==> src/rtl/pci_arb_pkg.sv <==
// Shared types and constants for the PCI round-robin bus arbiter.
package pci_arb_pkg;

    localparam int N_REQ_DEF       = 5;
    localparam int GNT_TIMEOUT_DEF = 16;
    // Grant timer width; covers any GNT_TIMEOUT up to 255.
    localparam int TMR_W           = 8;

    typedef enum logic [1:0] {
        ST_IDLE  = 2'd0,
        ST_GRANT = 2'd1,
        ST_BUSY  = 2'd2
    } arb_state_e;

    function automatic int ptr_width(input int n);
        return (n > 1) ? $clog2(n) : 1;
    endfunction

endpackage

==> src/rtl/pci_rr_pick.sv <==
// Round-robin priority picker: first requester at or after ptr, wrapping modulo N_REQ.
module pci_rr_pick
    import pci_arb_pkg::*;
#(
    parameter int N_REQ = N_REQ_DEF,
    parameter int PTR_W = ptr_width(N_REQ)
)(
    input  logic [N_REQ-1:0] i_req_n,
    input  logic [PTR_W-1:0] i_ptr,
    output logic [PTR_W-1:0] o_winner,
    output logic             o_found
);

    localparam int            SW  = PTR_W + 1;
    localparam logic [SW-1:0] W_N = SW'(N_REQ);

    logic [SW-1:0]    w_sum;
    logic [PTR_W-1:0] w_idx;

    always_comb begin
        o_found  = 1'b0;
        o_winner = '0;
        w_sum    = '0;
        w_idx    = '0;
        // Scan from the farthest slot back toward ptr so the nearest request wins last.
        for (int k = N_REQ - 1; k >= 0; k--) begin
            w_sum = {1'b0, i_ptr} + SW'(k);
            if (w_sum >= W_N) begin
                w_sum = w_sum - W_N;
            end
            w_idx = w_sum[PTR_W-1:0];
            if (!i_req_n[w_idx]) begin
                o_found  = 1'b1;
                o_winner = w_idx;
            end
        end
    end

endmodule

==> src/rtl/pci_rr_arbiter.sv <==
// PCI central bus arbiter: round-robin grants, hidden arbitration, grant timeout.
module pci_rr_arbiter
    import pci_arb_pkg::*;
#(
    parameter int N_REQ       = N_REQ_DEF,
    parameter int GNT_TIMEOUT = GNT_TIMEOUT_DEF
)(
    input  logic             clk,
    input  logic             rst,
    input  logic             FRAME,
    input  logic             IRDY,
    input  logic [N_REQ-1:0] REQ,
    output logic [N_REQ-1:0] GNT,
    output logic [2:0]       OWNER,
    output logic             OWNER_VALID
);

    localparam int               PTR_W    = ptr_width(N_REQ);
    localparam logic [PTR_W-1:0] LAST     = PTR_W'(N_REQ - 1);
    localparam logic [TMR_W-1:0] TMO_LAST = TMR_W'(GNT_TIMEOUT - 1);
    localparam logic [N_REQ-1:0] ALL_HI   = '1;

    arb_state_e       r_state, w_state_nxt;
    logic [N_REQ-1:0] r_gnt, w_gnt_nxt;
    logic [PTR_W-1:0] r_owner, w_owner_nxt;
    logic             r_owner_vld, w_owner_vld_nxt;
    logic [PTR_W-1:0] r_ptr, w_ptr_nxt;
    logic [TMR_W-1:0] r_timer, w_timer_nxt;
    logic [PTR_W-1:0] r_pg, w_pg_nxt;
    logic             r_pg_vld, w_pg_vld_nxt;

    logic [PTR_W-1:0] w_win;
    logic             w_found;
    logic             w_bus_idle;
    logic [N_REQ-1:0] w_gnt_win;
    logic [PTR_W-1:0] w_ptr_inc;

    pci_rr_pick #(
        .N_REQ (N_REQ),
        .PTR_W (PTR_W)
    ) u_pick (
        .i_req_n  (REQ),
        .i_ptr    (r_ptr),
        .o_winner (w_win),
        .o_found  (w_found)
    );

    assign w_bus_idle = FRAME & IRDY;
    assign w_gnt_win  = ALL_HI ^ (N_REQ'(1) << w_win);
    assign w_ptr_inc  = (r_owner == LAST) ? '0 : r_owner + PTR_W'(1);

    always_comb begin
        w_state_nxt     = r_state;
        w_gnt_nxt       = r_gnt;
        w_owner_nxt     = r_owner;
        w_owner_vld_nxt = r_owner_vld;
        w_ptr_nxt       = r_ptr;
        w_timer_nxt     = '0;
        w_pg_nxt        = r_pg;
        w_pg_vld_nxt    = r_pg_vld;

        case (r_state)
            ST_IDLE: begin
                w_gnt_nxt       = ALL_HI;
                w_owner_vld_nxt = 1'b0;
                w_pg_vld_nxt    = 1'b0;
                if (w_bus_idle && w_found) begin
                    w_gnt_nxt       = w_gnt_win;
                    w_owner_nxt     = w_win;
                    w_owner_vld_nxt = 1'b1;
                    w_state_nxt     = ST_GRANT;
                end
            end

            ST_GRANT: begin
                w_timer_nxt = r_timer + TMR_W'(1);
                // FRAME wins over both a request release and a timeout in the same cycle.
                if (!FRAME) begin
                    w_state_nxt  = ST_BUSY;
                    w_gnt_nxt    = ALL_HI;
                    w_ptr_nxt    = w_ptr_inc;
                    w_pg_vld_nxt = 1'b0;
                end else if (REQ[r_owner]) begin
                    w_state_nxt     = ST_IDLE;
                    w_gnt_nxt       = ALL_HI;
                    w_owner_vld_nxt = 1'b0;
                end else if (r_timer == TMO_LAST) begin
                    w_state_nxt     = ST_IDLE;
                    w_gnt_nxt       = ALL_HI;
                    w_owner_vld_nxt = 1'b0;
                    w_ptr_nxt       = w_ptr_inc;
                end
            end

            ST_BUSY: begin
                if (w_bus_idle) begin
                    w_pg_vld_nxt = 1'b0;
                    if (r_pg_vld && !REQ[r_pg]) begin
                        w_state_nxt = ST_GRANT;
                        w_owner_nxt = r_pg;
                    end else begin
                        w_state_nxt     = ST_IDLE;
                        w_gnt_nxt       = ALL_HI;
                        w_owner_vld_nxt = 1'b0;
                    end
                end else if (r_pg_vld) begin
                    // Pre-grantee withdrew: park GNT high for a cycle, then re-arbitrate.
                    if (REQ[r_pg]) begin
                        w_gnt_nxt    = ALL_HI;
                        w_pg_vld_nxt = 1'b0;
                    end
                end else if (w_found) begin
                    w_gnt_nxt    = w_gnt_win;
                    w_pg_nxt     = w_win;
                    w_pg_vld_nxt = 1'b1;
                end
            end

            default: begin
                w_state_nxt     = ST_IDLE;
                w_gnt_nxt       = ALL_HI;
                w_owner_vld_nxt = 1'b0;
                w_pg_vld_nxt    = 1'b0;
            end
        endcase
    end

    always_ff @(posedge clk) begin
        if (rst) begin
            r_state     <= ST_IDLE;
            r_gnt       <= ALL_HI;
            r_owner     <= '0;
            r_owner_vld <= 1'b0;
            r_ptr       <= '0;
            r_timer     <= '0;
            r_pg        <= '0;
            r_pg_vld    <= 1'b0;
        end else begin
            r_state     <= w_state_nxt;
            r_gnt       <= w_gnt_nxt;
            r_owner     <= w_owner_nxt;
            r_owner_vld <= w_owner_vld_nxt;
            r_ptr       <= w_ptr_nxt;
            r_timer     <= w_timer_nxt;
            r_pg        <= w_pg_nxt;
            r_pg_vld    <= w_pg_vld_nxt;
        end
    end

    assign GNT         = r_gnt;
    assign OWNER       = 3'(r_owner);
    assign OWNER_VALID = r_owner_vld;

endmodule

==> config.mk <==
export PLATFORM = sky130hd
export DESIGN_NAME = pci_rr_arbiter
export DESIGN_NICKNAME = d
export VERILOG_FILES = /design/src/rtl/pci_arb_pkg.sv /design/src/rtl/pci_rr_pick.sv /design/src/rtl/pci_rr_arbiter.sv
export SDC_FILE = /design/constraint.sdc
export NUM_CORES = 1
export LEC_CHECK = 0
export BUFFER_PORTS_ARGS = -buffer_cell sky130_fd_sc_hd__buf_4
export CORE_ASPECT_RATIO = 1.5
export CORE_MARGIN = 2
export CORE_UTILIZATION = 30
export CTS_BUF_LIST = sky130_fd_sc_hd__clkbuf_16
export DETAILED_ROUTE_END_ITERATION = 16
export MAX_ROUTING_LAYER = met4
export PLACE_DENSITY_LB_ADDON = 0.15
export RECOVER_POWER = 25
export SYNTH_ARGS = -nofsm -noshare
export SYNTH_HDL_FRONTEND = slang
export SYNTH_SLANG_ARGS = --single-unit
==> constraint.sdc <==
create_clock -name clk -period 5.6 [get_ports clk]
set_input_delay 0.84 -clock clk [delete_from_list [all_inputs] [get_ports clk]]
set_output_delay 0.84 -clock clk [all_outputs]
set_load 0.05 [all_outputs]
==> impl_table.tex, run 1 <==
\begin{tabular}{lr}
\hline
Metric & Value \\
\hline
\multicolumn{2}{l}{\textbf{Clock tree}} \\
CTS clk-pin slew, worst paths & 0.06 ns \\
Number of buffers inserted by hold repair at cts & 0 \\
CTS tree & done \\
Number of clock sinks & 26 \\
H-Tree Depth & 1 \\
Buffer type at the clock tree root & sky130\_fd\_sc\_hd\_\_clkbuf\_16 \\
Post-CTS setup buffer count & 0 \\
CTS Buf Count & 3 \\
Clock insertion delay at the later pin of the skew report & 0.26 ns \\
Number of instances resized during post-cts repair & 0 \\
Maximum number of buffers from clock root to sink & 2 \\
\multicolumn{2}{l}{\textbf{Synth}} \\
Commonest cells post-synth & sky130\_fd\_sc\_hd\_\_nor2\_1 (31), sky130\_fd\_sc\_hd\_\_dfxtp\_1 (26), sky130\_fd\_sc\_hd\_\_a21oi\_1 (25), sky130\_fd\_sc\_hd\_\_nand2\_1 (25), sky130\_fd\_sc\_hd\_\_inv\_1 (17) \\
Post-synthesis async set-or-reset flop share & 0\% \\
Warning count from the yosys run & 0 \\
Total of flip-flops plus latches after synthesis & 26 \\
Top\_reg\_cell synth & sky130\_fd\_sc\_hd\_\_dfxtp\_1 \\
Synthesized instance count & 328 \\
Number of flops mapped to enable cells by yosys & 0 \\
Seq/Total Area, Yosys & 20.4\% \\
Most frequent cell after synthesis & sky130\_fd\_sc\_hd\_\_nor2\_1 \\
Library cell occupying the most area in the post-synthesis netlist & sky130\_fd\_sc\_hd\_\_dfxtp\_1 \\
Post-Syn Area & 2550 um2 \\
Post-Synthesis Net Count & 349 \\
Share of the synthesized area in the top cell type & 20.4\% \\
Post-synth cell types & 76 \\
Main area contributors after synthesis & sky130\_fd\_sc\_hd\_\_dfxtp\_1 (20\%), sky130\_fd\_sc\_hd\_\_ha\_1 (5.4\%), sky130\_fd\_sc\_hd\_\_a21oi\_1 (4.9\%) \\
Avg Cell Area, Syn & 7.78 um2 \\
\multicolumn{2}{l}{\textbf{STA}} \\
Fin crit period & 4.03 ns \\
Total count of hold-check failures in the final report & 0 \\
Fmax & 248 MHz \\
Unrepaired setup endpoints after global routing & no \\
Setup violators final & 0 \\
Final period utilization & 72.0\% \\
Relative max-transition margin & 46.7\% \\
Setup TNS & 0 ns \\
Transition time at the pin with the least slew margin & 0.800 ns \\
Final count of pins violating max slew & 0 \\
Setup Skew & 0.00494 ns \\
\multicolumn{2}{l}{\textbf{Status}} \\
Outcome & finished, final reports clean \\
\multicolumn{2}{l}{\textbf{Setup path}} \\
Highest fanout seen on the critical path & 17 \\
Crit-path max cell delay & 0.71 ns \\
Nature of the critical path startpoint & flip-flop \\
WP buf/inv & 2 \\
Slack of the worst reg-to-reg path & 1.57 ns \\
Endpoint arrival time on the critical path & 4.19 ns \\
Startpoint of the worst-slack reg-to-reg timing path & r\_ptr[1]\$\_SDFFE\_PP0P\_ \\
Critical path cell sequence & inv\_1 -> ha\_1 -> inv\_1 -> nor4\_1 -> nor4\_2 -> a31o\_1 -> a311o\_1 -> a211oi\_4 -> nand2b\_2 -> o22a\_1 \\
Crit path max-delay cell type & sky130\_fd\_sc\_hd\_\_dfxtp\_1 \\
FF-to-FF End & GNT[4]\$\_SDFFE\_PP1P\_ \\
Required time of the worst setup path & 5.76 ns \\
CP Class & reg2reg \\
Type of destination of the critical path & flip-flop \\
Depth of the worst register-to-register path & 10 \\
Crit-path leading delay family & compound AO/OA/AOI/OAI gates \\
Most common cell on crit path & sky130\_fd\_sc\_hd\_\_inv\_1 \\
\multicolumn{2}{l}{\textbf{Route}} \\
Detailed-route vias per instance & 5.67 \\
Drt first pass iters & 4 \\
WL final & 7.76 mm \\
Initial DRC Count & 123 \\
Final antenna-violating net count & 0 \\
Mean routed wirelength per cell & 17.6 um \\
DRC violations left & 0 \\
DR vias & 2502 \\
\multicolumn{2}{l}{\textbf{Floorplanning}} \\
Top-Level Pins & 18 \\
Die Area & 9280 um2 \\
Core Rows & 41 \\
Starting Density & 30.5\% \\
Die Span Y & 117 um \\
Core Footprint & 8360 um2 \\
Die width & 79.3 um \\
\multicolumn{2}{l}{\textbf{Global routing}} \\
Maximum number of pins on one net before global-route repair & 32 \\
Global-route total usage across every layer & 18.5\% \\
Number of antenna violations at the first check in global routing & 0 \\
Wire length of the first global-routing pass & 12.8 mm \\
Overall overflow remaining after global route & 0 \\
Number of global-route vias before repair & 2474 \\
\multicolumn{2}{l}{\textbf{Place}} \\
RD Place Congestion & 0.972 \\
Post-DP HPWL & 5.89 mm \\
Number of port buffers & 17 \\
\multicolumn{2}{l}{\textbf{Worst hold path}} \\
Worst Hold Class & reg2reg \\
Start point of the worst min-delay path & r\_timer[0]\$\_SDFF\_PP0\_ \\
Hold Path Depth & 1 \\
Worst-case hold path end point & r\_timer[0]\$\_SDFF\_PP0\_ \\
\multicolumn{2}{l}{\textbf{Finish}} \\
Diodes inserted & 0 \\
Share of layout cells above drive strength 1 & 14.1\% \\
Net count, final & 356 \\
Final core area utilization & 33.6\% \\
Synth-to-Final Area Change & 10.2\% \\
\multicolumn{2}{l}{\textbf{Power}} \\
Maximum vdd ir drop & 0.163 mV \\
Power Dens Cells & 201 nW/um2 \\
Cell leakage power & 0.986 nW \\
\multicolumn{2}{l}{\textbf{Flow run}} \\
Maximum Capacitance Violations & 0 \\
\hline
\end{tabular}
==> power breakdown <==
| group | leakage (nW) | switching (mW) | internal (mW) |
|---|---|---|---|
| Combinational | 0.737 | 0.125 | 0.0786 |
| Clock | 0.0385 | 0.0653 | 0.0958 |
| Sequential | 0.211 | 0.00829 | 0.191 |
| Total | 0.986 | 0.199 | 0.365 |
==> cell families after synthesis <==
group | share of synthesized area [%]
fa+ha+maj | 6.18
flops | 20.4
mux | 6.86
compound gates | 28.1
buf+inv | 5.78
simple gates | 30.3
xor+xnor | 2.40
==> final cells by class <==
type | count | area [um2]
fill | 927 | 5550
sequential | 26 | 520
clock inverter | 1 | 3.75
tap | 107 | 134
inverter | 18 | 67.6
clock buffer | 3 | 75.1
timing repair buffer | 18 | 128
multi-input combinational | 268 | 1880
==> cells in the final DEF, fill, tap and decap left out, drive strengths merged, types with 4 or more instances in the layout <==
master,instances
a211oi,5
a21oi,26
a221oi,4
a31o,4
a31oi,6
buf,16
clkbuf,5
dfxtp,26
ha,11
inv,18
mux2i,7
mux4,4
nand2,25
nand2b,12
nand3,12
nand4,4
nor2,31
nor2b,11
nor3,15
nor4,9
o211ai,4
o21a,5
o21ai,10
or2,5
xnor2,5
==> metal layers <==
layer,track usage (%),wire (um),part of all wire (%)
met1,19.9,3050,39
met5,-,0,0
met3,0.997,223,2.9
met4,11.4,482,6.2
met2,33.1,4010,52
==> flip-flops by register name, indices dropped and copies added (netlist names) <==
register and count:
r_state 2, OWNER 3, r_ptr 3, r_pg 3
r_pg_vld 1, GNT 5, OWNER_VALID 1, r_timer 8
==> worst max path at each step <==
stage,start,to,slack [ns],depth (start not counted)
floorplan,r_ptr[0]$_SDFFE_PP0P_,GNT[1]$_SDFFE_PP1P_,2.24,15
global placement,r_ptr[1]$_SDFFE_PP0P_,GNT[4]$_SDFFE_PP1P_,1.75,10
detailed placement,r_ptr[1]$_SDFFE_PP0P_,GNT[4]$_SDFFE_PP1P_,1.69,10
CTS,r_ptr[1]$_SDFFE_PP0P_,GNT[4]$_SDFFE_PP1P_,1.68,10
global route,r_ptr[1]$_SDFFE_PP0P_,GNT[0]$_SDFFE_PP1P_,1.33,10
finish,r_ptr[1]$_SDFFE_PP0P_,GNT[4]$_SDFFE_PP1P_,1.57,10
==> per-stage QoR <==
step | area (um2) | power [mW] | worst slack (ns) | hold WS (ns) | std cells
final | 2810 | 0.564 | 1.57 | 0.457 | 441
after global routing | 2810 | 0.598 | 1.33 | 0.468 | 441
after CTS | 2820 | 0.570 | 1.68 | 0.452 | 441
after detailed placement | 2740 | 0.406 | 1.69 | 0.443 | 437
after global placement | 2740 | 0.407 | 1.75 | 0.436 | 437
after floorplan | 2550 | 0.356 | 2.24 | 0.413 | 328
No activity file was read; power rests on OpenSTA's default activity.
==> inputs of run 2 (changes only) <==
--- a/config.mk
+++ b/config.mk
@@ -5,6 +5,7 @@
 export SDC_FILE = /design/constraint.sdc
 export NUM_CORES = 1
 export LEC_CHECK = 0
+export ABC_AREA = 1
 export BUFFER_PORTS_ARGS = -buffer_cell sky130_fd_sc_hd__buf_4
 export CORE_ASPECT_RATIO = 1.5
 export CORE_MARGIN = 2
==> constraint.sdc (replaced) <==
create_clock -name clk -period 4 [get_ports clk]
set_input_delay 0.6 -clock clk [delete_from_list [all_inputs] [get_ports clk]]
set_output_delay 0.6 -clock clk [all_outputs]
set_load 0.05 [all_outputs]
==> run 2 against run 1 <==
  * Count of clock-buffer cells in the layout did not move
  * Non-clock buffer count did not move
  * Register-to-register slack got worse by 0.62 ns
  * Largest cell class unchanged
  * Critical path depth rose by 11
  * Total power rose by 140%
  * Global-route usage fell by 2.6 points
  * Critical path type unchanged
  * Core utilization rose by 1.8 points
  * Final area fell by 3.6%
==> impl_table.tex, run 2 <==
\begin{tabular}{lr}
\hline
Metric & Value \\
\hline
\multicolumn{2}{l}{\textbf{Route}} \\
Final antenna-violating net count & 0 (unchanged) \\
DR vias & 2371 (-5.2\%) \\
Initial DRC Count & 115 (-6.5\%) \\
WL final & 6.39 mm (-18\%) \\
Drt first pass iters & 5 (+1) \\
Mean routed wirelength per cell & 13.2 um (-25\%) \\
DRC violations left & 0 (unchanged) \\
Detailed-route vias per instance & 4.89 (-14\%) \\
\multicolumn{2}{l}{\textbf{Setup path}} \\
WP buf/inv & 5 (+3) \\
Critical path cell sequence & buf\_4 -> inv\_2 -> ha\_1 -> inv\_2 -> fa\_1 -> inv\_1 -> nand2\_1 -> nand2\_1 -> o21ai\_1 -> inv\_1 -> nand3\_1 -> nand2\_1 -> nand2\_1 -> nand2\_2 -> nor2\_8 -> nand3\_2 -> nand3\_2 -> a21oi\_2 -> nand3\_1 -> nand2\_1 -> nand2\_1 \\
Highest fanout seen on the critical path & 15 (-2) \\
Most common cell on crit path & sky130\_fd\_sc\_hd\_\_nand2\_1 \\
Crit-path max cell delay & 0.38 ns (-0.33 ns) \\
Type of destination of the critical path & flip-flop \\
Crit path capture & GNT[1]\$\_SDFFE\_PP1P\_ \\
Crit-path leading delay family & simple AND/OR/NAND/NOR gates \\
CP Class & reg2reg \\
Nature of the critical path startpoint & flip-flop \\
Startpoint of the worst-slack reg-to-reg timing path & r\_ptr[0]\$\_SDFFE\_PP0P\_ \\
Crit path max-delay cell type & sky130\_fd\_sc\_hd\_\_fa\_1 \\
Endpoint arrival time on the critical path & 3.21 ns (-0.98 ns) \\
Depth of the worst register-to-register path & 21 (+11) \\
FF-to-FF End & GNT[1]\$\_SDFFE\_PP1P\_ \\
Slack of the worst reg-to-reg path & 0.94 ns (-0.62 ns) \\
Worst setup path startpoint & r\_ptr[0]\$\_SDFFE\_PP0P\_ \\
Critical Path Stages & 21 (+11) \\
Required time of the worst setup path & 4.15 ns (-1.61 ns) \\
\multicolumn{2}{l}{\textbf{Power}} \\
Proportion of power drawn by flip-flops and latches & 23.2\% (-12 points) \\
Power Dens Cells & 497 nW/um2 (+150\%) \\
Clock group share of total power & 21.8\% (-6.7 points) \\
Switching power summed over all nets & 626 uW (+210\%) \\
Cell leakage power & 1.25 nW (+27\%) \\
Overall power & 1.35 mW (+140\%) \\
Maximum vdd ir drop & 0.352 mV (+120\%) \\
Comb power frac & 55.1\% (+19 points) \\
Switching part of the total power & 46.4\% (+11 points) \\
Cell-internal power & 722 uW (+97\%) \\
\multicolumn{2}{l}{\textbf{Place}} \\
Number of port buffers & 17 (unchanged) \\
RD Place Congestion & 0.904 (-7.0\%) \\
Post-DP HPWL & 5.27 mm (-11\%) \\
\multicolumn{2}{l}{\textbf{Synth}} \\
Post-synth cell types & 39 (-49\%) \\
Avg Cell Area, Syn & 6.51 um2 (-16\%) \\
Library cell occupying the most area in the post-synthesis netlist & sky130\_fd\_sc\_hd\_\_dfxtp\_1 \\
Share of the synthesized area in the top cell type & 22.0\% (+1.6 points) \\
Commonest cells post-synth & sky130\_fd\_sc\_hd\_\_nand2\_1 (83), sky130\_fd\_sc\_hd\_\_inv\_1 (45), sky130\_fd\_sc\_hd\_\_nand3\_1 (42), sky130\_fd\_sc\_hd\_\_a21oi\_1 (28), sky130\_fd\_sc\_hd\_\_dfxtp\_1 (26) \\
Top\_reg\_cell synth & sky130\_fd\_sc\_hd\_\_dfxtp\_1 \\
Post-Synthesis Net Count & 385 (+10\%) \\
Main area contributors after synthesis & sky130\_fd\_sc\_hd\_\_dfxtp\_1 (22\%), sky130\_fd\_sc\_hd\_\_nand2\_1 (13\%), sky130\_fd\_sc\_hd\_\_nand3\_1 (8.9\%) \\
Most frequent cell after synthesis & sky130\_fd\_sc\_hd\_\_nand2\_1 \\
Post-Syn Area & 2370 um2 (-7.2\%) \\
Post-synthesis async set-or-reset flop share & 0\% (unchanged) \\
Total of flip-flops plus latches after synthesis & 26 (unchanged) \\
Seq/Total Area, Yosys & 22.0\% (+1.6 points) \\
Number of flops mapped to enable cells by yosys & 0 (unchanged) \\
Synthesized instance count & 364 (+11\%) \\
Warning count from the yosys run & 0 (unchanged) \\
\multicolumn{2}{l}{\textbf{Floorplanning}} \\
Core Footprint & 7660 um2 (-8.4\%) \\
Starting Density & 30.9\% (+0.39 points) \\
Die Area & 8640 um2 (-6.9\%) \\
Core Rows & 39 (-4.9\%) \\
Die width & 76.6 um (-3.5\%) \\
Top-Level Pins & 18 (unchanged) \\
Die Span Y & 113 um (-3.5\%) \\
\multicolumn{2}{l}{\textbf{Finish}} \\
Most frequent cells in the layout & sky130\_fd\_sc\_hd\_\_nand2\_1 (83), sky130\_fd\_sc\_hd\_\_inv\_1 (45), sky130\_fd\_sc\_hd\_\_nand3\_1 (42) \\
Diodes inserted & 0 (unchanged) \\
Number of flip-flops in the largest register & 8 (unchanged) \\
Register with the most flip-flops & r\_timer \\
Synth-to-Final Area Change & 14.5\% \\
Flip-flop and latch area & 520 um2 (unchanged) \\
Net count, final & 405 (+14\%) \\
Fillers & 863 (-6.9\%) \\
Share of layout cells above drive strength 1 & 21.1\% (+7.1 points) \\
Most common cell after layout, fill and taps aside & sky130\_fd\_sc\_hd\_\_nand2\_1 \\
Multi-input combinational cell area & 1620 um2 (-14\%) \\
\multicolumn{2}{l}{\textbf{STA}} \\
Setup TNS & 0 ns (unchanged) \\
Setup violators final & 0 (unchanged) \\
Fin crit period & 3.06 ns (-0.975 ns) \\
Relative max-transition margin & 60.7\% (+14 points) \\
Final count of pins violating max slew & 0 (unchanged) \\
Final period utilization & 76.4\% (+4.4 points) \\
Total count of hold-check failures in the final report & 0 (unchanged) \\
Fmax & 327 MHz (+32\%) \\
Transition time at the pin with the least slew margin & 0.592 ns (-0.208 ns) \\
Unrepaired setup endpoints after global routing & no \\
Setup Skew & 0.00422 ns (-0.000719 ns) \\
\multicolumn{2}{l}{\textbf{Global routing}} \\
Routing layer with the top usage in global route & met2 \\
Met1 Track Usage GR & 16.6\% (-3.3 points) \\
Met3 global-route usage & 1.20\% (+0.20 points) \\
Number of antenna violations at the first check in global routing & 0 (unchanged) \\
Maximum number of pins on one net before global-route repair & 16 (-50\%) \\
Overall overflow remaining after global route & 0 (unchanged) \\
Wire length of the first global-routing pass & 10.7 mm (-17\%) \\
Global-route total usage across every layer & 15.8\% (-2.6 points) \\
M2 GR Usage & 28.7\% (-4.3 points) \\
Number of global-route vias before repair & 2290 (-7.4\%) \\
\multicolumn{2}{l}{\textbf{Clock tree}} \\
Post-CTS setup buffer count & 0 (unchanged) \\
Number of instances resized during post-cts repair & 0 (unchanged) \\
H-Tree Depth & 1 (unchanged) \\
Buffer type at the clock tree root & sky130\_fd\_sc\_hd\_\_clkbuf\_16 \\
Number of buffers inserted by hold repair at cts & 0 (unchanged) \\
Clock insertion delay at the later pin of the skew report & 0.27 ns (about the same) \\
Number of clock sinks & 26 (unchanged) \\
CTS Buf Count & 3 (unchanged) \\
CTS tree & done \\
CTS clk-pin slew, worst paths & 0.07 ns (about the same) \\
Maximum number of buffers from clock root to sink & 2 (unchanged) \\
\multicolumn{2}{l}{\textbf{Status}} \\
Outcome & finished, final reports clean \\
\multicolumn{2}{l}{\textbf{Flow run}} \\
Maximum Capacitance Violations & 0 (unchanged) \\
\multicolumn{2}{l}{\textbf{Worst hold path}} \\
Worst Hold Class & reg2reg \\
\hline
\end{tabular}
run 2: changes by cell type in the layout (fill, tap and decap cells not counted), sizes merged, moves of 5 or more:
cell	change
nand2	+85
inv	+38
nand3	+37
o21ai	+19
nor3	-15
nand2b	-12
nor2b	-11
nor2	-10
nor4	-8
mux2i	-7
o21a	-5
run 2: metrics by stage:
step | std cells | hold slack, ns | util (%) | setup WS [ns] | cell area (um2)
floorplan | 364 | 0.418 | - | 1.42 | 2370
global placement | 481 | 0.440 | 34.1 | 0.919 | 2610
detailed placement | 481 | 0.442 | 34.1 | 0.910 | 2610
CTS | 485 | 0.458 | 35.5 | 0.903 | 2720
global route | 485 | 0.481 | 35.4 | 0.541 | 2710
finish | 485 | 0.454 | 35.4 | 0.945 | 2710
run 2: worst min-delay path by stage:
stage | start | end | slack, ns | depth (start not counted)
6_report | r_timer[0]$_SDFF_PP0_ | r_timer[0]$_SDFF_PP0_ | 0.45 | 1
5_1_grt | r_timer[0]$_SDFF_PP0_ | r_timer[0]$_SDFF_PP0_ | 0.48 | 1
4_1_cts | r_timer[0]$_SDFF_PP0_ | r_timer[0]$_SDFF_PP0_ | 0.46 | 1
3_5_place_dp | r_timer[0]$_SDFF_PP0_ | r_timer[0]$_SDFF_PP0_ | 0.44 | 1
3_3_place_gp | r_timer[0]$_SDFF_PP0_ | r_timer[0]$_SDFF_PP0_ | 0.44 | 1
2_1_floorplan | r_timer[0]$_SDFF_PP0_ | r_timer[0]$_SDFF_PP0_ | 0.42 | 1
run 2: power by group through the flow:
stage | registers (mW) | logic, mW | clock network, mW
6_report | 0.312 | 0.742 | 0.293
5_1_grt | 0.317 | 0.830 | 0.307
2_1_floorplan | 0.359 | 0.540 | 0
3_3_place_gp | 0.319 | 0.746 | 0
4_1_cts | 0.312 | 0.750 | 0.300
3_5_place_dp | 0.318 | 0.746 | 0
run 2: final cells by class:
cell class	count	share of cell area, %
tap	102	4.70
clock buffer	3	2.77
inverter	56	7.75
sequential	26	19.2
clock inverter	1	1.11
timing repair buffer	18	4.84
multi-input combinational	279	59.6
run 2: layer usage:
layer	wire (um)	share of wire [%]
met3	165	2.6
met5	0	0
met1	2680	42
met2	3280	51
met4	259	4.1
run 2: kinds of logic (layout without fill, tap and decap cells):
logic type,Yosys count,in the layout,synth area share (%)
AOI/OAI and AO/OA,67,67,16.3
xor gates and xnor gates,3,3,1.43
adders and majority gates,12,12,6.66
buffers and inverters,59,78,9.72
DFF,26,26,22.0
and+or+nand+nor,197,197,43.9
